<file path="src/rtl/riscv_mem_pkg.sv">
// Shared types and AMO opcode constants for the memory responder.
package riscv_mem_pkg;

  localparam logic [5:0] AtopNone = 6'h00;
  localparam logic [5:0] AtopSwap = 6'h20;
  localparam logic [5:0] AtopAdd  = 6'h21;
  localparam logic [5:0] AtopAnd  = 6'h22;
  localparam logic [5:0] AtopOr   = 6'h23;
  localparam logic [5:0] AtopXor  = 6'h24;
  localparam logic [5:0] AtopMax  = 6'h25;
  localparam logic [5:0] AtopMaxu = 6'h26;
  localparam logic [5:0] AtopMin  = 6'h27;
  localparam logic [5:0] AtopMinu = 6'h28;

  typedef enum logic { Idle, AmoWrite } state_t;
  typedef enum logic { RespReg, RespMem } resp_kind_t;

  // Unknown nonzero opcodes degrade to a plain read with no write-back.
  function automatic logic amo_has_wb(logic [5:0] op);
    return (op >= AtopSwap) && (op <= AtopMinu);
  endfunction

endpackage

</file>
<file path="src/rtl/riscv_amo_alu.sv">
// Combinational AMO datapath: new = f(old, operand).
module riscv_amo_alu
  import riscv_mem_pkg::*;
#(
  parameter int unsigned DataWidth = 32
) (
  input  logic [5:0]           atop_i,
  input  logic [DataWidth-1:0] old_i,
  input  logic [DataWidth-1:0] operand_i,
  output logic [DataWidth-1:0] new_o
);

  logic slt, ult;
  assign slt = $signed(old_i) < $signed(operand_i);
  assign ult = old_i < operand_i;

  always_comb begin
    new_o = old_i;
    case (atop_i)
      AtopSwap: new_o = operand_i;
      AtopAdd:  new_o = old_i + operand_i;
      AtopAnd:  new_o = old_i & operand_i;
      AtopOr:   new_o = old_i | operand_i;
      AtopXor:  new_o = old_i ^ operand_i;
      AtopMax:  new_o = slt ? operand_i : old_i;
      AtopMaxu: new_o = ult ? operand_i : old_i;
      AtopMin:  new_o = slt ? old_i : operand_i;
      AtopMinu: new_o = ult ? old_i : operand_i;
      default:  new_o = old_i;
    endcase
  end

endmodule

</file>
<file path="src/rtl/riscv_mem_responder.sv">
// Request/grant/rvalid responder in front of a 1-cycle-latency SRAM, with
// blocking read-modify-write AMOs.
module riscv_mem_responder
  import riscv_mem_pkg::*;
#(
  parameter int unsigned AddrWidth    = 32,
  parameter int unsigned DataWidth    = 32,
  parameter int unsigned MemAddrWidth = 10
) (
  input  logic                    clk_i,
  input  logic                    rst_ni,
  input  logic [AddrWidth-1:0]    addr_i,
  input  logic                    we_ni,
  input  logic [DataWidth/8-1:0]  be_i,
  input  logic [DataWidth-1:0]    wdata_i,
  input  logic [5:0]              atop_i,
  input  logic                    req_i,
  output logic                    gnt_o,
  output logic [DataWidth-1:0]    rdata_o,
  output logic                    rvalid_o,
  output logic                    mem_req_o,
  output logic                    mem_we_o,
  output logic [MemAddrWidth-1:0] mem_addr_o,
  output logic [DataWidth/8-1:0]  mem_be_o,
  output logic [DataWidth-1:0]    mem_wdata_o,
  input  logic [DataWidth-1:0]    mem_rdata_i
);

  localparam int unsigned BeWidth = DataWidth / 8;
  localparam int unsigned ByteOff = $clog2(BeWidth);

  state_t                  state_q, state_d;
  logic [MemAddrWidth-1:0] amo_addr_q;
  logic [5:0]              amo_op_q;
  logic [DataWidth-1:0]    amo_operand_q;
  logic [DataWidth-1:0]    amo_new;
  logic                    rvalid_q;
  resp_kind_t              kind_q;
  logic [DataWidth-1:0]    rdata_q;
  logic [MemAddrWidth-1:0] req_addr;
  logic                    is_amo;
  logic                    unused_addr;

  assign req_addr    = addr_i[MemAddrWidth+ByteOff-1:ByteOff];
  assign unused_addr = ^addr_i;
  assign is_amo      = (atop_i != AtopNone);

  riscv_amo_alu #(.DataWidth(DataWidth)) u_alu (
    .atop_i    (amo_op_q),
    .old_i     (mem_rdata_i),
    .operand_i (amo_operand_q),
    .new_o     (amo_new)
  );

  always_comb begin
    state_d     = state_q;
    gnt_o       = 1'b0;
    mem_req_o   = 1'b0;
    mem_we_o    = 1'b0;
    mem_addr_o  = req_addr;
    mem_be_o    = be_i;
    mem_wdata_o = wdata_i;
    case (state_q)
      Idle: begin
        gnt_o     = req_i;
        mem_req_o = req_i;
        if (is_amo) begin
          mem_be_o = '1;
          if (req_i) state_d = AmoWrite;
        end else begin
          mem_we_o = ~we_ni;
        end
      end
      AmoWrite: begin
        state_d     = Idle;
        mem_req_o   = amo_has_wb(amo_op_q);
        mem_we_o    = 1'b1;
        mem_addr_o  = amo_addr_q;
        mem_be_o    = '1;
        mem_wdata_o = amo_new;
      end
      default: state_d = Idle;
    endcase
    // Reset also kills an in-flight AMO write-back.
    if (!rst_ni) begin
      gnt_o     = 1'b0;
      mem_req_o = 1'b0;
      state_d   = Idle;
    end
  end

  always_ff @(posedge clk_i) begin
    if (!rst_ni) begin
      state_q  <= Idle;
      rvalid_q <= 1'b0;
      kind_q   <= RespReg;
      rdata_q  <= '0;
    end else begin
      state_q  <= state_d;
      rvalid_q <= 1'b0;
      if (state_q == AmoWrite) begin
        rvalid_q <= 1'b1;
        kind_q   <= RespReg;
        rdata_q  <= mem_rdata_i;
      end else if (gnt_o && !is_amo) begin
        rvalid_q <= 1'b1;
        kind_q   <= we_ni ? RespMem : RespReg;
        rdata_q  <= '0;
      end
    end
  end

  always_ff @(posedge clk_i) begin
    if (state_q == Idle && gnt_o && is_amo) begin
      amo_addr_q    <= req_addr;
      amo_op_q      <= atop_i;
      amo_operand_q <= wdata_i;
    end
  end

  assign rvalid_o = rvalid_q;
  assign rdata_o  = (kind_q == RespMem) ? mem_rdata_i : rdata_q;

endmodule

</file>
<file path="config.mk">
export PLATFORM = sky130hd
export DESIGN_NAME = riscv_mem_responder
export DESIGN_NICKNAME = d
export VERILOG_FILES = /design/src/rtl/riscv_mem_pkg.sv /design/src/rtl/riscv_amo_alu.sv /design/src/rtl/riscv_mem_responder.sv
export SDC_FILE = /design/constraint.sdc
export NUM_CORES = 1
export LEC_CHECK = 0
export ABC_CLOCK_PERIOD_IN_PS = 4950
export CAP_MARGIN = 20
export CELL_PAD_IN_SITES_DETAIL_PLACEMENT = 1
export CELL_PAD_IN_SITES_GLOBAL_PLACEMENT = 2
export CORE_ASPECT_RATIO = 1.4
export CORE_MARGIN = 4
export CORE_UTILIZATION = 31
export DETAILED_ROUTE_END_ITERATION = 12
export HOLD_SLACK_MARGIN = 0.15
export PLACE_DENSITY = 0.94
export SYNTH_ARGS = -nofsm -noshare
export SYNTH_HDL_FRONTEND = slang
export SYNTH_SLANG_ARGS = --single-unit
</file>
<file path="constraint.sdc">
create_clock -name clk_i -period 4.95 [get_ports clk_i]
set_input_delay 0.7425 -clock clk_i [delete_from_list [all_inputs] [get_ports clk_i]]
set_output_delay 0.7425 -clock clk_i [all_outputs]
set_load 0.02 [all_outputs]
</file>
==> results.toml, run 1 <==
[cells_and_area]
nets = 1497
final_area_um2 = 12600
fin_cells = 1661
syn2layout_area_growth_pct = 50.5
final_layout_size_suffix_gt1_share_pct = 31.5

[sta]
skew_ns = 0.0102
relSlewSlack_pct = 37.9
worstMarginPinSlew_ns = 0.931
hold_viol_final = 0
post-route-period-util_pct = 100
setup_violations = 6
min_period_ns = 4.97
rsz0062_at_grt = "true"
slew_violations = 0
fmax_ghz = 0.201
postLayoutSetupSlackWorst_ns = -0.0230
tns_ns = -0.0566

[placed_design]
place_congestion = 0.950
dpl-instance-area_um2 = 11700
dp.cells = 1635
dpl.hpwl_um = 27000
io_buffers = 169

[floorplanning]
initial_core_util_pct = 31.4
rows = 71
design.die.area_um2 = 29800
die_height_um = 203
die_w_um = 147
io_pins = 192
core_um2 = 26700

[synth]
yosys.area_share.simple_pct = 12.9
synth.area.mux_share_pct = 8.86
synth_top_family_by_area = "compound AO/OA/AOI/OAI gates"
synth.distinct_cells = 76
syn_nets = 1185
syn_area_um2 = 8390
yosysWarnings = 0
synthAdderAreaFrac_pct = 14.6
syn_inst = 978
ys.flop_type = "edfxtp_1"
synth-compound-area-share_pct = 29.3
ys_seq_area_share_pct = 25.5
synth-seq-cells = 83
synth_xor_area_share_pct = 1.15
avgSynthCellArea_um2 = 8.58
async_flop_share_pct = 0
synth_edf_count = 48

[critical_path]
worst_setup_path_end_kind = "output port"
startpoint = "mem_rdata_i[20]"
cp_data_required_time_ns = 4.21
r2r_start = "state_q$_SDFF_PP0_"
worstPathMaxFanout = 7
startpoint_type = "primary input"
critPathKind = "in2out"
cp_data_arrival_time_ns = 4.23

[drt]
drt-wirelength-per-cell_um = 22.5
via_per_inst = 5.63
drc = 0
via_count = 9350
drtIter0Drc = 455
routed_wl_um = 37400
ant_nets = 0
dr.pass1.iters = 5

[clocking]
clk_path_buf_depth = 2
clkTransAtPathRegs_ns = 0.06
clock_latency_ns = 0.37
cts_buffers = 9
h-tree-depth = 3
cts_tree = "done"
postCtsHoldBufs = 0
cts_sinks = 83
cts-root-buf = "clkbuf_16"

[grt]
grt_max_degree = 55
grt_pass1_vias = 10200
grt-ovfl-total = 0
grt_pass1_wl_um = 56200
grt_usage_pct = 23.8
antenna_found_initial = 1

[power]
p_leak_nw = 5.47
power_density_nw_per_um2 = 190
vdd.ir_drop.worst_uv = 178

[worst_hold_path]
hp-class = "reg2reg"
min_from = "rdata_q[0]$_SDFFE_PN0P_"

[status]
status = "complete, but fails checks"
violations = "setup timing"

[job]
cap_violations = 0
## final timing paths
kind | to | slack [ns] | cells past startpoint
worst max-delay path | mem_wdata_o[24] | -0.02 | 16
worst min register to register | rdata_q[0]$_SDFFE_PN0P_ | 0.47 | 1
worst max register to register | rdata_q[15]$_SDFFE_PN0P_ | 2.42 | 6
worst min-delay path | rdata_q[0]$_SDFFE_PN0P_ | 0.47 | 1
## cells by family (layout without fill, tap and decap cells)
kind of cell | count (synthesis) | after routing
XOR/XNOR | 11 | 11
multiplexers | 67 | 67
other | 0 | 1
AO/OA/AOI/OAI | 345 | 345
flip-flops | 83 | 83
buffers and inverters | 149 | 466
AND/OR/NAND/NOR | 226 | 226
adder cells (fa/ha/maj) | 97 | 97
## worst max-delay path, stage by stage
cell and delay, ns:
clkdlybuf4s50_1 0.49, inv_1 0.10, ha_4 0.26, nor4_4 0.25
o21ai_2 0.10, a21oi_2 0.24, a31oi_2 0.15, a211o_4 0.34
mux2_4 0.34, o211ai_4 0.16, nand2_4 0.14, buf_4 0.16
buf_6 0.14, a221oi_4 0.30, a221oi_2 0.11, buf_4 0.19
## power breakdown
group,internal (W),switching (W)
Sequential,0.000764,0.0000259
Combinational,0.000416,0.000476
Clock,0.000392,0.000325
## registers in the layout, indices dropped and copies added (netlist names)
| name | cells |
|---|---|
| amo_operand_q | 32 |
| kind_q | 1 |
| state_q | 1 |
| amo_addr_q | 10 |
| rdata_q | 32 |
| amo_op_q | 6 |
| rvalid_o | 1 |
## what timing repair did
| item | 4_1_cts | 5_1_grt |
|---|---|---|
| gates cloned | 1 | 0 |
| buffers inserted | 4 | 4 |
| gates resized for setup | 195 | 74 |
| setup endpoints to repair | 32 | 32 |
| pin swaps | 13 | 17 |
## cell usage after synthesis (all sizes together), types with 3 or more instances
library cell | number | area (um2)
ha | 96 | 1200
inv | 84 | 315
a21oi | 75 | 375
nor2 | 69 | 259
o21ai | 60 | 300
nand2 | 58 | 225
edfxtp | 48 | 1440
mux2 | 45 | 510
clkbuf | 43 | 168
dfxtp | 35 | 701
a22o | 34 | 298
o22ai | 32 | 200
a221oi | 29 | 329
nor3 | 23 | 120
buf | 22 | 158
mux2i | 22 | 233
and2 | 18 | 114
a21o | 15 | 114
a211oi | 12 | 90.1
a31oi | 11 | 68.8
o211ai | 11 | 96.3
nand3 | 9 | 45.0
a221o | 7 | 71.3
and3 | 7 | 43.8
nand4 | 7 | 43.8
a22oi | 6 | 45.0
nand2b | 6 | 37.5
nor2b | 6 | 37.5
o21bai | 6 | 45.0
o31ai | 6 | 45.0
or3 | 6 | 37.5
xor2 | 6 | 52.6
a2111oi | 5 | 56.3
a211o | 5 | 45.0
nor4 | 5 | 31.3
xnor2 | 5 | 43.8
a21boi | 4 | 30.0
o311ai | 4 | 35.0
or2 | 4 | 25.0
a31o | 3 | 26.3
o2111ai | 3 | 26.3
o21a | 3 | 22.5
o221a | 3 | 33.8
## cell usage in the layout, fill, tap and decap left out, types with 8 or more instances in the layout
master and count:
buf_4 192, clkdlybuf4s50_1 125, ha_1 82, inv_1 78, nor2_1 64, a21oi_1 62, nand2_1 55, edfxtp_1 48
o21ai_0 47, mux2_2 43, a22o_1 34, dfxtp_1 33, o22ai_1 32, mux2i_1 19, a221oi_2 18, buf_2 17
and2_1 16, nor3_1 14, a21o_1 14, ha_4 13, a21oi_2 11, o21ai_1 10, o211ai_1 10, a31oi_1 10
nand3_1 9, clkbuf_16 9, nor3_2 8, a221oi_1 8
## per-stage QoR
stage               hold WS, ns  util (%)  total power (W)  worst slack (ns)
floorplan                 0.438         -          0.00120             0.388
global placement          0.452      43.6          0.00161            -0.591
detailed placement        0.456      43.6          0.00163            -0.728
CTS                       0.479      46.1          0.00237           -0.0806
global route              0.491      47.2          0.00250            -0.146
finish                    0.472      47.2          0.00240           -0.0230
## area by class of cell
cell class              count  area (um2)
fillers                  3070       14100
multi-input cells         746        6260
repair buffers            366        3150
flip-flops and latches     83        2140
well taps                 365         457
inverters                  84         315
clock buffers              10         229
clock inverters             6        66.3
diodes                      1        2.50
## per-layer routing
metal	part of all wire, %	vias up	GRT usage [%]	wire, um
met1	37	4625	25.0	13800
met4	5.3	0	12.5	2000
met5	0	-	0	0
met3	5.0	130	4.35	1880
met2	53	320	44.8	19700
li1	-	4275	-	-
(Power assumes the default switching activity.)
==> inputs of run 2 (changes only) <==
ABC_CLOCK_PERIOD_IN_PS = 5210   (was 4950)
clock period = 5.21 ns   (was 4.95 ns; I/O delays follow)
==> results.toml, run 2 (synthesized netlist as in run 1, its figures left out) <==
[floorplanning]
die_w_um = 147
core_um2 = 26700
initial_core_util_pct = 31.4
design.die.area_um2 = 29800
die_height_um = 203
rows = 71
io_pins = 192

[sta]
skew_ns = 0.00632
fmax_ghz = 0.195
worstMarginPinSlew_ns = 0.968
hold_viol_final = 0
min_period_ns = 5.12
tns_ns = 0
whs_ns = 0.472
relSlewSlack_pct = 35.5
rsz0062_at_grt = "true"
post-route-period-util_pct = 98.3
setup_violations = 0
slew_violations = 0

[critical_path]
reg2reg_depth = 4
cp_data_arrival_time_ns = 4.34
cp_top_family = "buffers and inverters"
cp_data_required_time_ns = 4.43
reg2reg_to = "amo_operand_q[0]$_DFFE_PP_"
crit_chain = "clkdlybuf4s50_1, inv_1, ha_1, buf_4, nor4_4, buf_4, nor3_1, a211o_4, mux2_4, o211ai_4, nand2_4, buf_4, a221oi_2, nor2_1, dlygate4sd2_1"
crit_slowest_cell = "clkdlybuf4s50_1"
r2r_start = "state_q$_SDFF_PP0_"
cp_common_cell = "buf_4"
critPathKind = "in2out"
worst_setup_path_end_kind = "output port"
startpoint = "mem_rdata_i[13]"
worstPathMaxFanout = 8
r2r_slack_ns = 2.39
critPathBufInv = 6
slowest_delay_ns = 0.50
startpoint_type = "primary input"

[drt]
drtIter0Drc = 531
dr.pass1.iters = 5
via_per_inst = 5.55
routed_wl_um = 36200
drc = 0
ant_nets = 0
drt-wirelength-per-cell_um = 22.0
via_count = 9139

[cells_and_area]
nets = 1484
fill_cells = 3136
largestRegisters = "amo_operand_q (32), rdata_q (32), amo_addr_q (10)"
syn2layout_area_growth_pct = 45.4
final_layout_size_suffix_gt1_share_pct = 27.4
final_util_pct = 45.6
final_cell_mix = "buf_4 (181), clkdlybuf4s50_1 (132), ha_1 (92)"
seqCellArea_um2 = 2140
multi_input_area_um2 = 5980
layout_commonest_cell = "buf_4"

[grt]
grt-ovfl-total = 0
antenna_found_initial = 1
grt_max_degree = 38
grt_pass1_vias = 10000
grt_pass1_wl_um = 55800
grt_usage_pct = 23.7

[power]
vdd.ir_drop.worst_uv = 164
p_leak_nw = 5.32
power_density_nw_per_um2 = 185
p_total_w = 0.00225

[clocking]
clock_latency_ns = 0.37
cts_tree = "done"
cts-root-buf = "clkbuf_16"
h-tree-depth = 3
cts_buffers = 9
postCtsHoldBufs = 0
cts_sinks = 83
clkTransAtPathRegs_ns = 0.06
clk_path_buf_depth = 2

[worst_hold_path]
hold_depth = 1
hp-class = "reg2reg"
hold_path_end = "rdata_q[3]$_SDFFE_PN0P_"
min_from = "rdata_q[3]$_SDFFE_PN0P_"

[placed_design]
io_buffers = 169
dpl.hpwl_um = 27300
place_congestion = 0.987

[job]
cap_violations = 0

[status]
status = "completed"
==> run 2: report_power, final <==
group	total [W]	switching (W)	internal, W
combinational	0.000804	0.000429	0.000375
sequential	0.000754	0.0000283	0.000726
clock	0.000694	0.000316	0.000379
total	0.00225	0.000773	0.00148
==> run 2: worst max-delay path by stage <==
| stage | endpoint | slack, ns | cells after the start |
|---|---|---|---|
| final | mem_wdata_o[2] | 0.09 | 15 |
| after global routing | mem_wdata_o[14] | -0.03 | 15 |
| after CTS | mem_wdata_o[18] | 0.005 | 14 |
| after detailed placement | mem_wdata_o[5] | -0.55 | 14 |
| after global placement | mem_wdata_o[20] | -0.50 | 15 |
| after floorplan | mem_wdata_o[18] | 0.57 | 11 |
==> run 2: repair_timing <==
item                       in CTS  in global routing
gates resized for setup       141                 40
pin swaps                       6                  8
hold endpoints to repair        0                  0
setup endpoints to repair      32                 32
buffers inserted                0                  0
==> run 2: metrics by stage <==
step	cells	setup WS, ns	cell area, um2
after floorplan	978	0.570	8390
after global placement	1631	-0.497	11600
after detailed placement	1631	-0.549	11600
after CTS	1647	0.00540	12100
after global routing	1648	-0.0321	12200
final	1648	0.0876	12200
==> run 2: area by class of cell <==
type                            instances  area share, %
Multi-Input combinational cell        746           49.0
Timing Repair Buffer                  353           24.6
Sequential cell                        83           17.6
Tap cell                              365           3.74
Inverter                               84           2.59
Clock buffer                            9           1.85
Clock inverter                          7          0.667
Antenna cell                            1         0.0205
==> run 2: per-layer routing <==
metal / wire length, um / up-vias / GRT usage [%]
met5: 0 / - / 0
met4: 1430 / 0 / 11.0
met3: 1510 / 91 / 3.68
met2: 19600 / 282 / 45.2
met1: 13700 / 4526 / 25.3
li1: - / 4240 / -
==> inputs of run 3 (changes only) <==
ABC_CLOCK_PERIOD_IN_PS = default   (was 5210)
HOLD_SLACK_MARGIN = default   (was 0.15)
REMOVE_ABC_BUFFERS = 1   (was default)
==> results.toml, run 3 (synthesized netlist as in run 1, its figures left out) <==
[floorplanning]
initial_core_util_pct = 31.4
rows = 71
die_w_um = 147
io_pins = 192
core_um2 = 26700
die_height_um = 203
design.die.area_um2 = 29800

[critical_path]
crit_slowest_cell = "clkdlybuf4s50_1"
cp_data_required_time_ns = 4.43
r2r_start = "state_q$_SDFF_PP0_"
slowest_delay_ns = 0.49
r2r_slack_ns = 2.82
critPathBufInv = 8
cp_top_family = "buffers and inverters"
cp_data_arrival_time_ns = 4.38
worstPathMaxFanout = 5
worst_setup_path_end_kind = "output port"
startpoint = "mem_rdata_i[29]"
critPathKind = "in2out"
startpoint_type = "primary input"
crit_chain = "clkdlybuf4s50_1, inv_2, ha_4, inv_1, a21oi_2, o31ai_4, buf_6, a2111oi_2, a211o_2, mux2i_4, buf_4, buf_6, mux2_4, buf_4, nor3_1, a211oi_2, clkdlybuf4s15_1"

[sta]
postLayoutSetupSlackWorst_ns = 0.0452
post-route-period-util_pct = 99.1
relSlewSlack_pct = 41.4
worstMarginPinSlew_ns = 0.880
hold_viol_final = 0
setup_violations = 0
fmax_ghz = 0.194
tns_ns = 0
rsz0062_at_grt = "true"
min_period_ns = 5.16
skew_ns = 0.00550
slew_violations = 0

[placed_design]
dpl-instance-area_um2 = 11500
io_buffers = 169
place_congestion = 0.955
pre_cts_slack_ns = -0.508
dpl.hpwl_um = 26500

[clocking]
cts-root-buf = "clkbuf_16"
clk_path_buf_depth = 2
cts_tree = "done"
clock_latency_ns = 0.36
cts_buffers = 9
cts_sinks = 83
h-tree-depth = 3
postCtsHoldBufs = 0
clkTransAtPathRegs_ns = 0.07

[cells_and_area]
final_cell_mix = "buf_4 (193), clkdlybuf4s50_1 (130), ha_1 (85)"
largestRegisters = "amo_operand_q (32), rdata_q (32), amo_addr_q (10)"
antenna_cells = 0
layout_commonest_cell = "buf_4"
final_area_um2 = 12200
final_layout_size_suffix_gt1_share_pct = 27.8
nets = 1486
syn2layout_area_growth_pct = 45.9
final_util_pct = 45.8

[drt]
via_per_inst = 5.50
ant_nets = 0
drc = 0
drt-wirelength-per-cell_um = 21.4
drtIter0Drc = 507
dr.pass1.iters = 5
routed_wl_um = 35400
via_count = 9072

[status]
status = "completed"

[worst_hold_path]
hp-class = "reg2reg"
min_from = "rdata_q[15]$_SDFFE_PN0P_"

[power]
netSwitchingFraction_pct = 34.8
p_int_w = 0.00144
net-switching-power_w = 0.000766
p_leak_nw = 5.34
p_total_w = 0.00220
vdd.ir_drop.worst_uv = 153
power_density_nw_per_um2 = 180
seq_power_share_pct = 34.1
clockPowerShare_pct = 28.9
power_frac_comb_pct = 37.0

[grt]
grt_usage_pct = 22.7
grt-ovfl-total = 0
antenna_found_initial = 0
grt_pass1_vias = 9780
grt_max_degree = 37
grt_pass1_wl_um = 54000

[job]
cap_violations = 0
==> run 3: cell types whose count changed in the layout (fill, tap and decap cells not counted), moves of 3 or more <==
cell           delta
o21ai_0           -3
a2111oi_4         -4
dlygate4sd2_1     +6
inv_2             +5
a2111oi_2         +3
buf_4            +12
inv_1             -5
ha_4              +7
ha_1              -7
buf_2            -16
==> run 3: layout make-up <==
class                           count  area, um2
Fill cell                        3140      14500
Multi-Input combinational cell    746       5990
Timing Repair Buffer              355       3060
Sequential cell                    83       2140
Tap cell                          365        457
Inverter                           84        315
Clock buffer                        9        225
Clock inverter                      7       51.3
==> run 3: worst paths after layout <==
check	endpoint	depth (start not counted)
max	mem_wdata_o[13]	17
min	rdata_q[15]$_SDFFE_PN0P_	1
max reg2reg	amo_operand_q[17]$_DFFE_PP_	3
min reg2reg	rdata_q[15]$_SDFFE_PN0P_	1
==> run 3: routing by layer <==
layer	track usage (%)	wire length, um
met4	9.23	1280
met2	42.1	18700
met5	0	0
met1	25.7	14000
met3	3.57	1410
==> run 3: stage by stage <==
stage	cells	hold WS (ns)
4_1_cts	1640	0.477
5_1_grt	1649	0.493
2_1_floorplan	913	0.439
3_3_place_gp	1620	0.451
6_report	1649	0.474
3_5_place_dp	1620	0.455
==> run 3: power groups by stage <==
stage | clock network (W) | registers [W] | logic [W]
after floorplan | 0 | 0.000764 | 0.000361
after global placement | 0 | 0.000762 | 0.000750
after detailed placement | 0 | 0.000764 | 0.000768
after CTS | 0.000655 | 0.000749 | 0.000779
after global routing | 0.000681 | 0.000754 | 0.000873
final | 0.000637 | 0.000750 | 0.000815
==> run 3: repair_timing <==
item | in CTS | in global routing
setup endpoints to repair | 30 | 30
gates resized for setup | 71 | 62
pin swaps | 6 | 16
buffers inserted | 4 | 9
